### src/rtl/pe_pkg.sv
// Shared PE-array definitions: packet layout, type codes and network addresses.
// The packet struct overlays the 47-bit packetizer word, MSB first.
package pe_pkg;

  localparam int PKT_W    = 47;
  localparam int DEST_LSB = 43;
  localparam int DEST_W   = 4;
  localparam int SRC_LSB  = 39;
  localparam int SRC_W    = 4;
  localparam int TYPE_LSB = 37;
  localparam int TYPE_W   = 2;
  localparam int COL_LSB  = 16;
  localparam int COL_W    = 5;
  localparam int PSUM_LSB = 0;
  localparam int PSUM_W   = 16;

  localparam logic [TYPE_W-1:0] PKT_PSUM   = 2'b10;
  localparam logic [TYPE_W-1:0] PKT_FILTER = 2'b01;

  localparam logic [DEST_W-1:0] COLLECTOR_ADDR = 4'hF;

  typedef struct packed {
    logic [DEST_W-1:0] dest;
    logic [SRC_W-1:0]  src;
    logic [TYPE_W-1:0] ptype;
    logic [15:0]       rsvd;
    logic [COL_W-1:0]  col;
    logic [PSUM_W-1:0] psum;
  } psum_pkt_t;

  function automatic psum_pkt_t unpack_pkt(input logic [PKT_W-1:0] raw);
    return psum_pkt_t'(raw);
  endfunction

endpackage

### src/rtl/psum_col_slot.sv
// One output-column accumulator: running partial sum plus a per-PE contribution mask.
// full_o flags the add that completes the mask; sum_o is the sum including this cycle's add.
module psum_col_slot
  import pe_pkg::*;
#(
  parameter int PSWIDTH = 16,
  parameter int NUM_PE  = 3,
  parameter int SW      = PSWIDTH + $clog2(NUM_PE) + 1
) (
  input  logic               clk,
  input  logic               rst_n,
  input  logic               add_en_i,
  input  logic               clear_i,
  input  logic [SRC_W-1:0]   src_i,
  input  logic [PSWIDTH-1:0] psum_i,
  output logic               full_o,
  output logic               dup_o,
  output logic [SW-1:0]      sum_o
);

  logic [NUM_PE-1:0] mask_q, mask_d, src_oh_s;
  logic [SW-1:0]     sum_q, sum_d;

  // One-hot of the contributing PE; out-of-range sources map to no bit.
  always_comb begin
    src_oh_s = '0;
    for (int i = 0; i < NUM_PE; i++) begin
      src_oh_s[i] = (src_i == SRC_W'(i));
    end
  end

  assign dup_o  = |(mask_q & src_oh_s);
  assign full_o = add_en_i && ((mask_q | src_oh_s) == {NUM_PE{1'b1}});
  assign sum_o  = sum_q + SW'(psum_i);

  // Next state: clear wins so a completing add leaves the slot empty.
  always_comb begin
    sum_d  = sum_q;
    mask_d = mask_q;
    if (clear_i) begin
      sum_d  = '0;
      mask_d = '0;
    end else if (add_en_i) begin
      sum_d  = sum_o;
      mask_d = mask_q | src_oh_s;
    end else begin
      sum_d  = sum_q;
      mask_d = mask_q;
    end
  end

  // Slot state register.
  always_ff @(posedge clk or negedge rst_n) begin
    if (!rst_n) begin
      sum_q  <= '0;
      mask_q <= '0;
    end else begin
      sum_q  <= sum_d;
      mask_q <= mask_d;
    end
  end

endmodule

### src/rtl/psum_collector.sv
// Collects PE partial-sum packets per output column and emits one saturated
// pixel per completed column over a single-entry valid/ready output register.
module psum_collector
  import pe_pkg::*;
#(
  parameter int                PWIDTH   = 47,
  parameter int                PSWIDTH  = 16,
  parameter int                NUM_PE   = 3,
  parameter int                OUT_COLS = 3,
  parameter int                OWIDTH   = 8,
  parameter logic [DEST_W-1:0] MY_ADDR  = COLLECTOR_ADDR
) (
  input  logic                        clk,
  input  logic                        rst_n,
  input  logic [PWIDTH-1:0]           in_data,
  input  logic                        in_valid,
  output logic                        in_ready,
  output logic [OWIDTH-1:0]           out_pix,
  output logic [$clog2(OUT_COLS)-1:0] out_col,
  output logic                        out_valid,
  input  logic                        out_ready,
  output logic                        dup_err,
  output logic [7:0]                  drop_cnt
);

  localparam int CW = $clog2(OUT_COLS);
  localparam int SW = PSWIDTH + $clog2(NUM_PE) + 1;

  function automatic logic [OWIDTH-1:0] sat_pix(input logic [SW-1:0] s);
    if (s > SW'({OWIDTH{1'b1}})) begin
      return {OWIDTH{1'b1}};
    end else begin
      return s[OWIDTH-1:0];
    end
  endfunction

  psum_pkt_t           pkt_s;
  logic                accept_s, bad_s, dup_s, add_ok_s, drop_s, done_any_s;
  logic [OUT_COLS-1:0] hit_s, dup_vec_s, full_vec_s, clear_s;
  logic [SW-1:0]       sum_arr_s [OUT_COLS];
  logic [SW-1:0]       sel_sum_s;
  logic [CW-1:0]       sel_col_s;

  logic              out_valid_q, out_valid_d;
  logic [OWIDTH-1:0] out_pix_q, out_pix_d;
  logic [CW-1:0]     out_col_q, out_col_d;
  logic              dup_err_q, dup_err_d;
  logic [7:0]        drop_cnt_q, drop_cnt_d;

  assign pkt_s    = unpack_pkt(in_data);
  assign in_ready = !(out_valid_q && !out_ready);
  assign accept_s = in_valid && in_ready;
  assign bad_s    = (pkt_s.dest != MY_ADDR) || (pkt_s.ptype != PKT_PSUM) ||
                    (pkt_s.src >= SRC_W'(NUM_PE)) || (pkt_s.col >= COL_W'(OUT_COLS));
  assign dup_s    = |(dup_vec_s & hit_s);
  assign add_ok_s = accept_s && !bad_s && !dup_s;
  assign drop_s   = accept_s && (bad_s || dup_s);

  for (genvar g = 0; g < OUT_COLS; g++) begin : g_slot
    assign hit_s[g] = (pkt_s.col == COL_W'(g));
    psum_col_slot #(
      .PSWIDTH (PSWIDTH),
      .NUM_PE  (NUM_PE),
      .SW      (SW)
    ) u_slot (
      .clk      (clk),
      .rst_n    (rst_n),
      .add_en_i (add_ok_s && hit_s[g]),
      .clear_i  (clear_s[g]),
      .src_i    (pkt_s.src),
      .psum_i   (in_data[PSWIDTH-1:0]),
      .full_o   (full_vec_s[g]),
      .dup_o    (dup_vec_s[g]),
      .sum_o    (sum_arr_s[g])
    );
  end

  // Pick the completing slot, lowest column first.
  always_comb begin
    done_any_s = 1'b0;
    sel_sum_s  = '0;
    sel_col_s  = '0;
    clear_s    = '0;
    for (int c = 0; c < OUT_COLS; c++) begin
      if (full_vec_s[c] && !done_any_s) begin
        done_any_s = 1'b1;
        sel_sum_s  = sum_arr_s[c];
        sel_col_s  = CW'(c);
        clear_s[c] = 1'b1;
      end else begin
        clear_s[c] = 1'b0;
      end
    end
  end

  // Output register and status counters next state.
  always_comb begin
    out_valid_d = out_valid_q;
    out_pix_d   = out_pix_q;
    out_col_d   = out_col_q;
    if (done_any_s) begin
      out_valid_d = 1'b1;
      out_pix_d   = sat_pix(sel_sum_s);
      out_col_d   = sel_col_s;
    end else if (out_valid_q && out_ready) begin
      out_valid_d = 1'b0;
    end else begin
      out_valid_d = out_valid_q;
    end
    dup_err_d = dup_err_q | (accept_s && !bad_s && dup_s);
    if (drop_s && (drop_cnt_q != 8'hFF)) begin
      drop_cnt_d = drop_cnt_q + 8'd1;
    end else begin
      drop_cnt_d = drop_cnt_q;
    end
  end

  // Output and status registers.
  always_ff @(posedge clk or negedge rst_n) begin
    if (!rst_n) begin
      out_valid_q <= 1'b0;
      out_pix_q   <= '0;
      out_col_q   <= '0;
      dup_err_q   <= 1'b0;
      drop_cnt_q  <= 8'd0;
    end else begin
      out_valid_q <= out_valid_d;
      out_pix_q   <= out_pix_d;
      out_col_q   <= out_col_d;
      dup_err_q   <= dup_err_d;
      drop_cnt_q  <= drop_cnt_d;
    end
  end

  assign out_valid = out_valid_q;
  assign out_pix   = out_pix_q;
  assign out_col   = out_col_q;
  assign dup_err   = dup_err_q;
  assign drop_cnt  = drop_cnt_q;

endmodule

### config.mk
export PLATFORM = sky130hd
export DESIGN_NAME = psum_collector
export DESIGN_NICKNAME = d
export VERILOG_FILES = /design/src/rtl/pe_pkg.sv /design/src/rtl/psum_col_slot.sv /design/src/rtl/psum_collector.sv
export SDC_FILE = /design/constraint.sdc
export NUM_CORES = 1
export LEC_CHECK = 0
export ABC_AREA = 1
export BUFFER_PORTS_ARGS = -buffer_cell sky130_fd_sc_hd__buf_4
export CORE_ASPECT_RATIO = 1.1
export CORE_UTILIZATION = 50
export CTS_CLUSTER_DIAMETER = 60
export DETAILED_ROUTE_END_ITERATION = 6
export PLACE_DENSITY = 0.73
export SYNTH_ARGS = -nofsm -noshare
export SYNTH_HDL_FRONTEND = slang
export SYNTH_SLANG_ARGS = --single-unit
### constraint.sdc
create_clock -name clk -period 3.1 [get_ports clk]
set_input_delay 0.62 -clock clk [delete_from_list [all_inputs] [get_ports clk]]
set_output_delay 0.62 -clock clk [all_outputs]
set_load 0.05 [all_outputs]
# ---- After elaboration in Yosys (flattened, before gate mapping)
# Index checks and enable logic that the tools add are counted.
# W data, S select, Z words.
dict set report op_classes {
  mux 25
  add_sub_neg 4
  eq_ne 10
  magnitude_cmp 3
  bitwise_logic 8
  n_reduce_logical 36
}
# operator n
set ops {}
lappend ops {{$mux W19} 9}
lappend ops {{$add A19 B16 Y19} 3}
lappend ops {{$gt A19 B8 Y1 const B} 1}
lappend ops {{$mux W3} 6}
lappend ops {{$logic_and A1 B1 Y1} 16}
lappend ops {{$and A3 B3 Y3} 4}
lappend ops {{$reduce_or A3 Y1} 4}
lappend ops {{$eq A3 B3 Y1 const B} 3}
lappend ops {{$or A3 B3 Y3} 3}
lappend ops {{$add A8 B1 Y8 const B} 1}
lappend ops {{$mux W1} 8}
lappend ops {{$mux W8} 1}
lappend ops {{$ne A8 B8 Y1 const B} 1}
lappend ops {{$reduce_bool A2 Y1} 4}
lappend ops {{$logic_not A1 Y1} 6}
lappend ops {{$eq A5 B1 Y1 const B} 1}
lappend ops {{$eq A5 B2 Y1 const B} 1}
lappend ops {{$ge A5 B2 Y1 const B} 1}
lappend ops {{$logic_not A5 Y1} 1}
lappend ops {{$eq A4 B1 Y1 const B} 1}
lappend ops {{$eq A4 B2 Y1 const B} 1}
lappend ops {{$ge A4 B2 Y1 const B} 1}
lappend ops {{$logic_not A4 Y1} 1}
lappend ops {{$logic_or A1 B1 Y1} 4}
lappend ops {{other kinds (4)} 4}
dict set report word_totals {
  input_bits 51
  out_inout_bits 21
  word_cells 97
  regBits 86
}

# ---- Depth between registers and ports, before layout
# Gate-level depths: netlist of the first run.
dict set report depth {
  ltp_word 18
  depth_mapped 19
  mapped_depth_nobuf 19
}

# ---- Hierarchy
# From an unflattened synthesis of the first run, not the netlist that was laid out.
dict set report hier_totals {
  hier_cells 1079
  area_unflattened_um2 7259.5
}
# module cells_per_inst n_inst seq_area_each_um2 area_per_inst_um2
set by_module_without_submodules {}
lappend by_module_without_submodules {psum_col_slot 291 3 550.5 1953.1}
lappend by_module_without_submodules {psum_collector 206 1 500.5 1400.1}

# ---- Worst setup path after synthesis of the first run
# No wires, ideal clock.
dict set report synth_path {
  path_kind {input port to flip-flop}
  start {input port in_data[0]}
  end {register out_pix_q[0], in the netlist out_pix[0]}
  required_time_ns 2.973
  setup_ns 0.127
  n_path_buf 0
  stages 15
  path_slack_ns 0.398
  arrival_ns 2.575
  path_cell_list {ha_1 -> inv_1 -> fa_1 -> o21ai_0 -> nand2_1 -> nand2_1 -> nand3_1 -> nand2_1 -> nand2_1 -> xor2_1 -> nand3_1 -> nor2_1 -> a21oi_2 -> nor2_4 -> a21oi_1}
}
dict set report synth_via {
  elab_chain_cells 6
  word_cells_on_any_way 8
  cone_classes {add/sub: 3; order compare: 1; mux: 4}
}
# item line_no
set synth_rtl {}
lappend synth_rtl {{from (decl)} psum_collector.sv:15} ;# input logic [PWIDTH-1:0] in_data,
lappend synth_rtl {{$add A19 B16 Y19} psum_col_slot.sv:34} ;# assign sum_o = sum_q + SW'(psum_i);
lappend synth_rtl {{$mux W19 (2 in series)} psum_collector.sv:85} ;# if (full_vec_s[c] && !done_any_s) begin
lappend synth_rtl {{$mux W19 *} psum_collector.sv:85}
lappend synth_rtl {{$gt A19 B8 Y1} psum_collector.sv:30} ;# if (s > SW'({OWIDTH{1'b1}})) begin
lappend synth_rtl {{$mux W8 *} psum_collector.sv:30}
lappend synth_rtl {{to (signal assigned)} psum_collector.sv:128} ;# out_pix_q <= out_pix_d;
lappend synth_rtl {{to (decl)} psum_collector.sv:45} ;# logic [OWIDTH-1:0] out_pix_q, out_pix_d;
# Mark *: on every way between the ends. The rest lies on a longest branch, timed or not.
# A chain may end at the register's enable or synchronous reset.

# ---- Worst setup path in the final report of the first run
# Ends and elaborated chain as after synthesis.

==> results of run 1 <==
==> power by group through the flow <==
stage | sequential [W] | combinational, W | clock (W)
after detailed placement | 0.00125 | 0.000642 | 0
after global placement | 0.00125 | 0.000633 | 0
after global routing | 0.00124 | 0.000694 | 0.00128
after floorplan | 0.00143 | 0.000227 | 0
after CTS | 0.00123 | 0.000644 | 0.00124
final | 0.00123 | 0.000642 | 0.00121
==> cell usage after synthesis (9+ instances only) <==
master / count / area, sq um
sky130_fd_sc_hd__a21o_1: 9 / 67.56
sky130_fd_sc_hd__a21oi_1: 63 / 315.3
sky130_fd_sc_hd__a22o_1: 12 / 105.1
sky130_fd_sc_hd__dfrtp_1: 86 / 2152
sky130_fd_sc_hd__ha_1: 49 / 613.1
sky130_fd_sc_hd__inv_1: 92 / 345.3
sky130_fd_sc_hd__nand2_1: 252 / 945.9
sky130_fd_sc_hd__nand3_1: 78 / 390.4
sky130_fd_sc_hd__nand4_1: 9 / 56.30
sky130_fd_sc_hd__nor2_1: 106 / 397.9
sky130_fd_sc_hd__nor3_1: 12 / 60.06
sky130_fd_sc_hd__o21ai_0: 58 / 290.3
sky130_fd_sc_hd__o22ai_1: 12 / 75.07
sky130_fd_sc_hd__xnor2_1: 17 / 148.9
sky130_fd_sc_hd__xor2_1: 21 / 183.9
==> flip-flops by register name (all words and copies together), names as in the netlist <==
signal / count
drop_cnt: 8
g_slot.u_slot.mask_q: 9
out_col: 2
out_pix: 8
g_slot.u_slot.sum_q: 57
out_valid: 1
dup_err: 1
==> through the flow <==
stage,TNS (ns),util [%],instance area (sq um)
2_1_floorplan,0,-,6640
3_3_place_gp,0,57.59,7375
3_5_place_dp,-0.003861,57.59,7375
4_1_cts,0,60.18,7706
5_1_grt,0,60.20,7709
6_report,0,60.20,7709
==> area by class of cell <==
type                       count  area share (%)
timing repair buffer          78           7.596
sequential                    86           27.92
multi-input combinational    747           52.83
clock buffer                  10           3.100
inverter                      98           4.804
tap                          157           2.548
clock inverter                 6           1.201
==> per-layer routing <==
metal	GRT usage, %	wire (um)	share of wire [%]	vias to the layer above
met3	3.457	1109	6.0	30
met2	48.64	8678	47	186
met1	37.75	8128	44	3079
met4	10.90	437	2.4	0
met5	0	0	0	-
li1	-	-	-	3295
==> kinds of logic after synthesis <==
group                      count (synthesis)
and+or+nand+nor                          479
AOI/OAI and AO/OA                        177
buffers and inverters                    107
DFF                                       86
adders and majority gates                 52
xor gates and xnor gates                  38
muxes                                      1
==> worst max-delay path, stage by stage <==
cell	delay, ns
sky130_fd_sc_hd__buf_4	0.11
sky130_fd_sc_hd__ha_1	0.17
sky130_fd_sc_hd__inv_1	0.07
sky130_fd_sc_hd__fa_1	0.39
sky130_fd_sc_hd__inv_1	0.08
sky130_fd_sc_hd__nand3_1	0.07
sky130_fd_sc_hd__nand3_1	0.13
sky130_fd_sc_hd__nand2_1	0.10
sky130_fd_sc_hd__nand2_1	0.09
sky130_fd_sc_hd__buf_4	0.12
sky130_fd_sc_hd__nand3_1	0.08
sky130_fd_sc_hd__nand3_1	0.09
sky130_fd_sc_hd__nand2_1	0.10
sky130_fd_sc_hd__nand2_1	0.10
sky130_fd_sc_hd__o21ai_0	0.08
sky130_fd_sc_hd__nor2_1	0.11
sky130_fd_sc_hd__nand3_1	0.13
sky130_fd_sc_hd__nor2_4	0.26
sky130_fd_sc_hd__a21oi_1	0.11
==> worst paths after layout <==
| path | cells past startpoint | to | slack [ns] | startpoint |
|---|---|---|---|---|
| max | 19 | out_pix[0] | 0.29 | in_data[0] |
| min | 1 | g_slot[1].u_slot.sum_q[18] | 0.31 | rst_n |
| max reg2reg | 18 | out_pix[0] | 0.34 | g_slot[1].u_slot.sum_q[0] |
| min reg2reg | 2 | out_col[0] | 0.48 | out_col[0] |
| max in group asynchronous | 2 | out_pix[4] | 2.06 | rst_n |
| min in group clk | 2 | out_col[0] | 0.48 | out_col[0] |
==> summary.log, run 1 <==
qor: clock_tree.cts_max_level 3
qor: power_and_ir_drop.seq_power_share 40.0%
qor: clock_tree.numCtsBuffers 9
qor: floorplanning.die-area 0.01375 sq mm
qor: final_layout.layout-drive-gt1-share 11.61%
qor: placement.post-dp-hpwl 14.75 mm
qor: synth.synth_area_per_cell 7.064 sq um
qor: floorplanning.die_height 122.9 um
qor: clock_tree.clk_latency 0.35 ns
qor: clock_tree.clockRootBuffer sky130_fd_sc_hd__clkbuf_16
qor: sta.clock.fmax 0.3557 GHz
qor: synth.yosysSeqAreaShare 32.41%
qor: power_and_ir_drop.p_sw_share 31.27%
qor: global_route.global_route.overflow_total 0
qor: clock_tree.cts_hold_repair.buffers 0
qor: sta.max_slew_margin 52.51%
qor: synth.synthAdderAreaFrac 10.14%
qor: final_layout.regArea 0.002152 sq mm
qor: sta.clock_skew 0.009234 ns
qor: sta.slew_at_the_pin_with_the_worst_max_slew_slack 0.7097 ns
qor: sta.setup_viol_count_final 0
qor: power_and_ir_drop.power.static_leakage 4.153 nW
qor: final_layout.mostFrequentLayoutCell sky130_fd_sc_hd__nand2_1
qor: synth.share_of_the_synthesized_area_in_compound_gates_ao_oa_aoi_oai 15.32%
qor: floorplanning.rows 43
qor: placement.dpl_worst_slack -0.003861 ns
qor: sta.timing.final.hold_violations 0
qor: final_layout.filler_cell_count_in_the_final_layout 1232
qor: placement.gp_congestion 0.9714
qor: global_route.grt_pass1_wl 30.65 mm
qor: global_route.vias_in_the_first_global_route 6311
qor: power_and_ir_drop.internal_power 0.002121 W
qor: floorplanning.fp.dieW 111.9 um
qor: global_route.grt_start_max_net_pins 52
qor: floorplanning.coreArea 0.01280 sq mm
qor: global_route.grt_antenna_before_repair 0
qor: route.detailroute.via_count 6590
qor: clock_tree.count_of_cells_resized_by_post_cts_repair 0
qor: synth.ys_types 40
qor: placement.inst_count_dp 1166
qor: min_path.min-delay-path-class input port to async pin
qor: synth.syn_inst 940
qor: power_and_ir_drop.peakVddDrop 0.0004935 V
qor: synth.synthFlopType sky130_fd_sc_hd__dfrtp_1
qor: synth.mux_contribution_to_synthesized_area 0.1696%
qor: route.vias_per_cell 5.575
qor: sta.layout_worst_path_cycle_share 90.68%
qor: synth.mappedNetlistArea 0.006640 sq mm
qor: worst_setup_path.endpoint_kind flip-flop
qor: sta.timing.hold.ws 0.3074 ns
qor: global_route.globalRouteTotalUtil 28.73%
qor: power_and_ir_drop.cellPowerDensity 400.4 mW/mm^2
qor: clock_tree.clkSinkCount 86
qor: status.violated_checks DRC
qor: sta.min_period 2.811 ns
qor: sta.grt_setup_unrepaired no
qor: synth.yosysWarnings 0
qor: power_and_ir_drop.power 0.003087 W
qor: route.firstDrtPassIters 7
qor: synth.synthSimpleGateAreaFrac 30.66%
qor: route.finalWirelength 18.35 mm
qor: synth.synth_edf_count 0
qor: final_layout.area_growth 16.09%
qor: final_layout.nNetsFinal 1123
qor: worst_setup_path.worst_ep_arrival_time 3.03 ns
qor: synth.synthArstFlopShare 100.0%
qor: route.initial_drc_count 490
qor: worst_setup_path.critPathRequiredTime 3.32 ns
qor: synth.synth_fp_nets 1043
qor: route.routed_wire_length_per_instance 15.53 um
qor: power_and_ir_drop.switchingPower 0.0009653 W
qor: clock_tree.cts_max_path_buffers 2
qor: synth.postSynthRegisterBits 86
qor: worst_setup_path.start_to_end_type_of_the_worst_setup_path input port to flip-flop
qor: final_layout.multi_input_comb_area 0.004073 sq mm
qor: synth.synth_top_family_by_area simple AND/OR/NAND/NOR gates
qor: power_and_ir_drop.power.share.clock 39.2%
qor: status.status finished with violations
qor: final_layout.final-instance-count-excl-fill 1182
qor: final_layout.final_cell_mix sky130_fd_sc_hd__nand2_1 (252), sky130_fd_sc_hd__nor2_1 (105), sky130_fd_sc_hd__inv_1 (92)
qor: power_and_ir_drop.power_frac_comb 20.8%
qor: clock_tree.cts_post_setup_buffers_inserted 0
qor: worst_setup_path.start_kind input port
qor: clock_tree.clk_pin_slew_worst_paths 0.07 ns
qor: final_layout.antenna_cells 0
qor: worst_setup_path.path_max_fanout 8
qor: floorplanning.initial_standard_cell_utilization_of_the_core 51.86%
qor: sta.final_critical_path_setup_slack 0.2889 ns
qor: clock_tree.cts_tree yes
qor: job.cap_viol_max_count 0
qor: placement.placement.io_buffers 55
qor: route.remaining_drc_errors 1
qor: route.ant_nets 0
qor: synth.synth-xor-area-share 5.012%
qor: sta.slew_violations 0
qor: floorplanning.io-pin-count 72
Note: power is estimated with default switching activity, not from simulation.
==> run 2: changes to the inputs <==
- CORE_ASPECT_RATIO: 1.1 -> 1.25
==> summary.log, run 2 (synthesis gave the netlist of run 1 again) <==
qor: status.status finished clean
qor: worst_setup_path.timing.rr.end out_pix[6]
qor: sta.clock.fmax 0.3513 GHz [-1.2%]
qor: final_layout.area_growth 17.34%
qor: final_layout.layout-drive-gt1-share 12.63% [+1.0 points]
qor: route.vias_per_cell 5.520 [-1.0%]
qor: placement.placement.cell_area 0.007503 sq mm [+1.7%]
qor: worst_setup_path.rr_startpoint g_slot[1].u_slot.sum_q[0]
qor: route.remaining_drc_errors 0 [-1]
qor: placement.dpl_worst_slack -0.06581 ns [-0.06195 ns]
qor: power_and_ir_drop.power.static_leakage 4.198 nW [+1.1%]
qor: clock_tree.numCtsBuffers 9 [unchanged]
qor: global_route.globalRouteTotalUtil 29.34% [+0.60 points]
qor: floorplanning.die-area 0.01375 sq mm [about the same]
qor: sta.setup_viol_count_final 0 [unchanged]
qor: sta.slew_violations 0 [unchanged]
qor: sta.min_period 2.846 ns [+0.03531 ns]
qor: clock_tree.cts_max_path_buffers 2 [unchanged]
qor: clock_tree.clockRootBuffer sky130_fd_sc_hd__clkbuf_16
qor: final_layout.regMostFlops g_slot.u_slot.sum_q
qor: worst_setup_path.r2r.worst_path.cells 19 [+1]
qor: final_layout.antenna_cells 0 [unchanged]
qor: global_route.met1_usage 33.47% [-4.3 points]
qor: sta.final_critical_path_setup_slack 0.2536 ns [-0.03531 ns]
qor: clock_tree.cts_hold_repair.buffers 0 [unchanged]
qor: clock_tree.count_of_cells_resized_by_post_cts_repair 0 [unchanged]
qor: route.detailroute.via_count 6651 [+0.93%]
qor: clock_tree.clkSinkCount 86 [unchanged]
qor: global_route.vias_in_the_first_global_route 6488 [+2.8%]
qor: final_layout.biggestRegsByFlops g_slot.u_slot.sum_q (57), g_slot.u_slot.mask_q (9)
qor: floorplanning.coreArea 0.01283 sq mm [+0.23%]
qor: floorplanning.io-pin-count 72 [unchanged]
qor: route.finalWirelength 18.99 mm [+3.5%]
qor: global_route.globalRoute.busiestLayer met2
qor: final_layout.mostFrequentLayoutCell sky130_fd_sc_hd__nand2_1
qor: floorplanning.die_height 130.8 um [+6.5%]
qor: global_route.grt_start_max_net_pins 48 [-7.7%]
qor: worst_setup_path.worst-r2r-setup-slack 0.25 ns [-0.09 ns]
qor: global_route.grt_pass1_wl 31.04 mm [+1.3%]
qor: final_layout.final_cell_mix sky130_fd_sc_hd__nand2_1 (251), sky130_fd_sc_hd__nor2_1 (106), sky130_fd_sc_hd__inv_1 (92)
qor: worst_setup_path.start_kind flip-flop
qor: clock_tree.clk_latency 0.35 ns [about the same]
qor: worst_setup_path.start_to_end_type_of_the_worst_setup_path flip-flop to flip-flop
qor: placement.placement.io_buffers 55 [unchanged]
qor: floorplanning.rows 46 [+7.0%]
qor: placement.post-dp-hpwl 15.26 mm [+3.4%]
qor: worst_setup_path.critical-path-max-stage-delay 0.38 ns [about the same]
qor: floorplanning.initial_standard_cell_utilization_of_the_core 51.74% [-0.12 points]
qor: sta.slew_at_the_pin_with_the_worst_max_slew_slack 0.5917 ns [-0.1181 ns]
qor: final_layout.finalInstanceArea 0.007791 sq mm [+1.1%]
qor: global_route.global_route.overflow_total 0 [unchanged]
qor: worst_setup_path.timing.critical_path.to out_pix[6]
qor: route.ant_nets 0 [unchanged]
qor: floorplanning.fp.dieW 105.1 um [-6.1%]
qor: power_and_ir_drop.power 0.002947 W [-4.5%]
qor: worst_setup_path.worst_ep_arrival_time 3.07 ns [+0.04 ns]
qor: worst_setup_path.crit_path_top_delay_cell sky130_fd_sc_hd__dfrtp_1
qor: clock_tree.cts_max_level 3 [unchanged]
qor: sta.layout_worst_path_cycle_share 91.82% [+1.1 points]
qor: power_and_ir_drop.peakVddDrop 0.0004805 V [-2.6%]
qor: route.routed_wire_length_per_instance 15.76 um [+1.5%]
qor: sta.max_slew_margin 60.41% [+7.9 points]
qor: global_route.use_met3 3.869% [+0.41 points]
qor: global_route.grt_antenna_before_repair 0 [unchanged]
qor: power_and_ir_drop.cellPowerDensity 378.3 mW/mm^2 [-5.5%]
qor: sta.tns 0 ns [unchanged]
qor: final_layout.nNetsFinal 1135 [+1.1%]
qor: sta.clock_skew 0.01055 ns [+0.001312 ns]
qor: worst_setup_path.beginning_of_the_critical_path g_slot[1].u_slot.sum_q[0]
qor: worst_setup_path.path_max_fanout 8 [unchanged]
qor: clock_tree.clk_pin_slew_worst_paths 0.07 ns [about the same]
qor: sta.timing.final.hold_violations 0 [unchanged]
qor: min_path.min-delay-path-class input port to async pin
qor: worst_setup_path.path_cells ha_2 > inv_1 > fa_1 > inv_1 > nand3_1 > nand3_1 > nand2_1 > nand2_2 > nand2_1 > nand2_1 > nand3_1 > nor2_1 > nor2_1 > nor2_1 > nand2_1 > nor2_1 > nand3_1 > nor2_4 > a21oi_1
qor: worst_setup_path.endpoint_kind flip-flop
qor: clock_tree.cts_post_setup_buffers_inserted 0 [unchanged]
qor: job.cap_viol_max_count 0 [unchanged]
qor: clock_tree.cts_tree yes
qor: final_layout.filler_cell_count_in_the_final_layout 1237 [+0.41%]
qor: route.initial_drc_count 347 [-29%]
qor: global_route.grt_use_met2 54.34% [+5.7 points]
qor: route.firstDrtPassIters 5 [-2]
qor: final_layout.largest_register_ffs 57 [unchanged]
qor: worst_setup_path.critPathRequiredTime 3.33 ns [about the same]
qor: placement.gp_congestion 0.9380 [-3.4%]
-- run 2: changes by cell type in the layout (fill, tap and decap cells not counted), sizes merged --
cell and change:
buf +12, bufinv -2, clkinv +2, clkinvlp -1
inv +1
-- run 2: report_power, final --
part           switching, W  total, W  internal [W]
registers         0.0000585   0.00123       0.00118
logic              0.000427  0.000641      0.000214
clock network      0.000514   0.00107      0.000559
total              0.000999   0.00295       0.00195
-- run 2: how the worst min path moves through the flow --
stage	to	slack (ns)	cells past startpoint
floorplan	drop_cnt[0]	0.32	0
global placement	out_col[0]	0.47	2
detailed placement	out_col[0]	0.47	2
CTS	out_pix[0]	0.26	1
global route	out_pix[0]	0.28	1
finish	out_pix[4]	0.23	1
-- run 2: final cells by class --
cell class                      count  area (sq um)  share of cell area, %
Multi-Input combinational cell    747          4075                  52.30
Sequential cell                    86          2152                  27.62
Clock buffer                       10         229.0                  2.939
Timing Repair Buffer               90         700.7                  8.993
Inverter                           98         370.4                  4.753
Clock inverter                      6         53.80                 0.6905
Tap cell                          168         210.2                  2.698
-- run 2: layer usage --
metal  routed length [um]  share of wire (%)
met5                    0                  0
met4                  761                4.0
met3                  889                4.7
met2                 9456                 50
met1                 7881                 42
-- run 2: stage by stage --
stage               util (%)  hold WS [ns]  cells
floorplan                  -        0.3244    940
finish                 60.70        0.2347   1205
CTS                    60.66        0.2639   1205
global route           60.70        0.2794   1205
detailed placement     58.46        0.4670   1189
global placement       58.46        0.4651   1189
-- run 2: critical path: cells and delay by family, from the launching register on --
kind	cells	cell delay, ns
AO/OA/AOI/OAI	1	0.11
adder cells (fa/ha/maj)	2	0.58
buffers and inverters	2	0.18
flip-flops	1	0.38
AND/OR/NAND/NOR	14	1.47
==> run 3: changes to the inputs <==
- RECOVER_POWER: unset -> 50
==> summary.log, run 3 (synthesis gave the netlist of run 1 again) <==
qor: worst_setup_path.path_cells ha_2 > inv_1 > fa_1 > inv_1 > nand3_1 > nand3_1 > nand2_1 > nand2_2 > nand2_1 > nand2_1 > nand3_1 > nor2_1 > nor2_1 > nor2_1 > nand2_1 > nor2_1 > nand3_1 > nor2_4 > a21oi_1
qor: final_layout.filler_cell_count_in_the_final_layout 1254 [+1.4%]
qor: floorplanning.fp.dieW 105.1 um [unchanged]
qor: sta.slew_violations 40 [+40]
qor: floorplanning.rows 46 [unchanged]
qor: min_path.timing.hold.worst_endpoint out_col[0]
qor: route.remaining_drc_errors 0 [unchanged]
qor: clock_tree.cts_max_path_buffers 2 [unchanged]
qor: worst_setup_path.worst-r2r-setup-slack 0.26 ns [about the same]
qor: clock_tree.cts_tree yes
qor: placement.placement.io_buffers 55 [unchanged]
qor: worst_setup_path.start_kind flip-flop
qor: route.firstDrtPassIters 5 [unchanged]
qor: floorplanning.coreArea 0.01283 sq mm [unchanged]
qor: final_layout.area_growth 16.71%
qor: final_layout.layout-drive-gt1-share 11.57% [-1.1 points]
qor: floorplanning.die_height 130.8 um [unchanged]
qor: worst_setup_path.r2r.worst_path.cells 19 [unchanged]
qor: worst_setup_path.critical_path_buf_inv_count 2 [unchanged]
qor: worst_setup_path.endpoint_kind flip-flop
qor: global_route.grt_start_max_net_pins 48 [unchanged]
qor: min_path.min-delay-path-class flip-flop to flip-flop
qor: worst_setup_path.crit_path_top_delay_cell sky130_fd_sc_hd__dfrtp_1
qor: final_layout.final_cell_mix sky130_fd_sc_hd__nand2_1 (251), sky130_fd_sc_hd__nor2_1 (106), sky130_fd_sc_hd__inv_1 (92)
qor: global_route.grt_pass1_wl 31.04 mm [unchanged]
qor: job.cap_viol_max_count 1 [+1]
qor: status.status finished with violations
qor: final_layout.mostFrequentLayoutCell sky130_fd_sc_hd__nand2_1
qor: clock_tree.clk_pin_slew_worst_paths 0.07 ns [about the same]
qor: sta.slew_at_the_pin_with_the_worst_max_slew_slack 2.218 ns [+1.627 ns]
qor: final_layout.largest_register_ffs 57 [unchanged]
qor: global_route.grt_antenna_before_repair 0 [unchanged]
qor: route.initial_drc_count 349 [+0.58%]
qor: clock_tree.numCtsBuffers 9 [unchanged]
qor: power_and_ir_drop.cellPowerDensity 380.0 mW/mm^2 [+0.47%]
qor: sta.final_critical_path_setup_slack 0.2588 ns [+0.005204 ns]
qor: sta.layout_worst_path_cycle_share 91.65% [-0.17 points]
qor: final_layout.nNetsFinal 1135 [unchanged]
qor: sta.timing.final.hold_violations 0 [unchanged]
qor: floorplanning.initial_standard_cell_utilization_of_the_core 51.74% [unchanged]
qor: clock_tree.clockRootBuffer sky130_fd_sc_hd__clkbuf_16
qor: global_route.globalRouteTotalUtil 29.34% [unchanged]
qor: global_route.global_route.overflow_total 0 [unchanged]
qor: final_layout.biggestRegsByFlops g_slot.u_slot.sum_q (57), g_slot.u_slot.mask_q (9)
qor: worst_setup_path.start_to_end_type_of_the_worst_setup_path flip-flop to flip-flop
qor: worst_setup_path.worst_ep_arrival_time 3.07 ns [about the same]
qor: route.detailroute.via_count 6655 [+0.060%]
qor: placement.dpl_worst_slack -0.06581 ns [unchanged]
qor: sta.min_period 2.841 ns [-0.005204 ns]
qor: worst_setup_path.critPathRequiredTime 3.33 ns [about the same]
qor: worst_setup_path.cpLargestDelayFamily simple AND/OR/NAND/NOR gates
qor: clock_tree.clk_latency 0.35 ns [about the same]
qor: route.vias_per_cell 5.523 [about the same]
qor: sta.clock_skew 0.01027 ns [-0.0002781 ns]
qor: final_layout.finalInstanceArea 0.007750 sq mm [-0.53%]
qor: power_and_ir_drop.peakVddDrop 0.0004805 V [about the same]
qor: placement.gp_congestion 0.9380 [unchanged]
qor: clock_tree.cts_max_level 3 [unchanged]
qor: status.violated_checks capacitance limit, slew limit
qor: sta.clock.fmax 0.3520 GHz [+0.18%]
qor: placement.post-dp-hpwl 15.26 mm [unchanged]
qor: sta.max_slew_margin -47.90% [-110 points]
qor: worst_setup_path.critical-path-max-stage-delay 0.38 ns [about the same]
qor: global_route.vias_in_the_first_global_route 6488 [unchanged]
qor: route.ant_nets 0 [unchanged]
qor: final_layout.post-route-util 60.38% [-0.32 points]
qor: final_layout.regMostFlops g_slot.u_slot.sum_q
qor: power_and_ir_drop.power.static_leakage 4.152 nW [-1.1%]
qor: clock_tree.clkSinkCount 86 [unchanged]
qor: floorplanning.die-area 0.01375 sq mm [unchanged]
qor: min_path.timing.hold.worst_path_depth 2
qor: worst_setup_path.critical_path_cell_count 19 [unchanged]
qor: worst_setup_path.timing.rr.end out_pix[6]
qor: worst_setup_path.path_max_fanout 8 [unchanged]
qor: route.routed_wire_length_per_instance 15.77 um [about the same]
qor: final_layout.antenna_cells 0 [unchanged]
qor: route.finalWirelength 19.00 mm [about the same]
qor: clock_tree.cts_hold_repair.buffers 0 [unchanged]
qor: sta.setup_viol_count_final 0 [unchanged]
qor: floorplanning.io-pin-count 72 [unchanged]
qor: worst_setup_path.rr_startpoint g_slot[1].u_slot.sum_q[0]
qor: placement.placement.cell_area 0.007503 sq mm [unchanged]
qor: min_path.min-delay-start out_col[0]
[run 3: layout make-up]
class / count / area [sq um] / share of cell area (%)
Multi-Input combinational cell: 747 / 4075 / 52.58
Sequential cell: 86 / 2152 / 27.77
Timing Repair Buffer: 90 / 659.4 / 8.508
Inverter: 98 / 370.4 / 4.779
Clock buffer: 10 / 229.0 / 2.954
Tap cell: 168 / 210.2 / 2.712
Clock inverter: 6 / 53.80 / 0.6942
[run 3: repair_timing]
action,4_1_cts,5_1_grt
gates resized for setup,0,2
buffers inserted,0,0
endpoints found under the setup margin,0,5
[run 3: how the worst max path moves through the flow]
stage,from,to
global route,g_slot[1].u_slot.sum_q[0],out_pix[6]
finish,g_slot[1].u_slot.sum_q[0],out_pix[6]
CTS,g_slot[1].u_slot.sum_q[0],out_pix[0]
floorplan,in_data[0],out_pix[0]
detailed placement,in_data[0],out_pix[0]
global placement,in_data[0],out_pix[2]
[run 3: power breakdown]
part | switching, W | internal, W
Sequential | 0.0000585 | 0.00118
Combinational | 0.000427 | 0.000214
Clock | 0.000512 | 0.000559
Total | 0.000997 | 0.00195
[run 3: per-layer routing]
layer	up-vias	GRT usage [%]	part of all wire (%)
met2	190	54.34	50
met1	3081	33.47	41
met5	-	0	0
li1	3328	-	-
met3	56	3.869	5.2
met4	0	14.58	4.1
[run 3: through the flow]
| step | cells | total power [W] | setup TNS (ns) | hold WS (ns) |
|---|---|---|---|---|
| 6_report | 1205 | 0.002945 | 0 | 0.4884 |
| 3_5_place_dp | 1189 | 0.001899 | -0.4653 | 0.4670 |
| 3_3_place_gp | 1189 | 0.001890 | -0.2688 | 0.4651 |
| 4_1_cts | 1205 | 0.002965 | 0 | 0.2639 |
| 5_1_grt | 1205 | 0.003064 | -0.005727 | 0.5061 |
| 2_1_floorplan | 940 | 0.001661 | 0 | 0.3244 |
[run 3: worst reg2reg max path, stage by stage (launching register included)]
cell,delay (ns)
sky130_fd_sc_hd__dfrtp_1,0.38
sky130_fd_sc_hd__ha_2,0.20
sky130_fd_sc_hd__inv_1,0.07
sky130_fd_sc_hd__fa_1,0.38
sky130_fd_sc_hd__inv_1,0.11
sky130_fd_sc_hd__nand3_1,0.09
sky130_fd_sc_hd__nand3_1,0.11
sky130_fd_sc_hd__nand2_1,0.10
sky130_fd_sc_hd__nand2_2,0.10
sky130_fd_sc_hd__nand2_1,0.05
sky130_fd_sc_hd__nand2_1,0.07
sky130_fd_sc_hd__nand3_1,0.08
sky130_fd_sc_hd__nor2_1,0.12
sky130_fd_sc_hd__nor2_1,0.05
sky130_fd_sc_hd__nor2_1,0.16
sky130_fd_sc_hd__nand2_1,0.07
sky130_fd_sc_hd__nor2_1,0.09
sky130_fd_sc_hd__nand3_1,0.12
sky130_fd_sc_hd__nor2_4,0.26
sky130_fd_sc_hd__a21oi_1,0.11
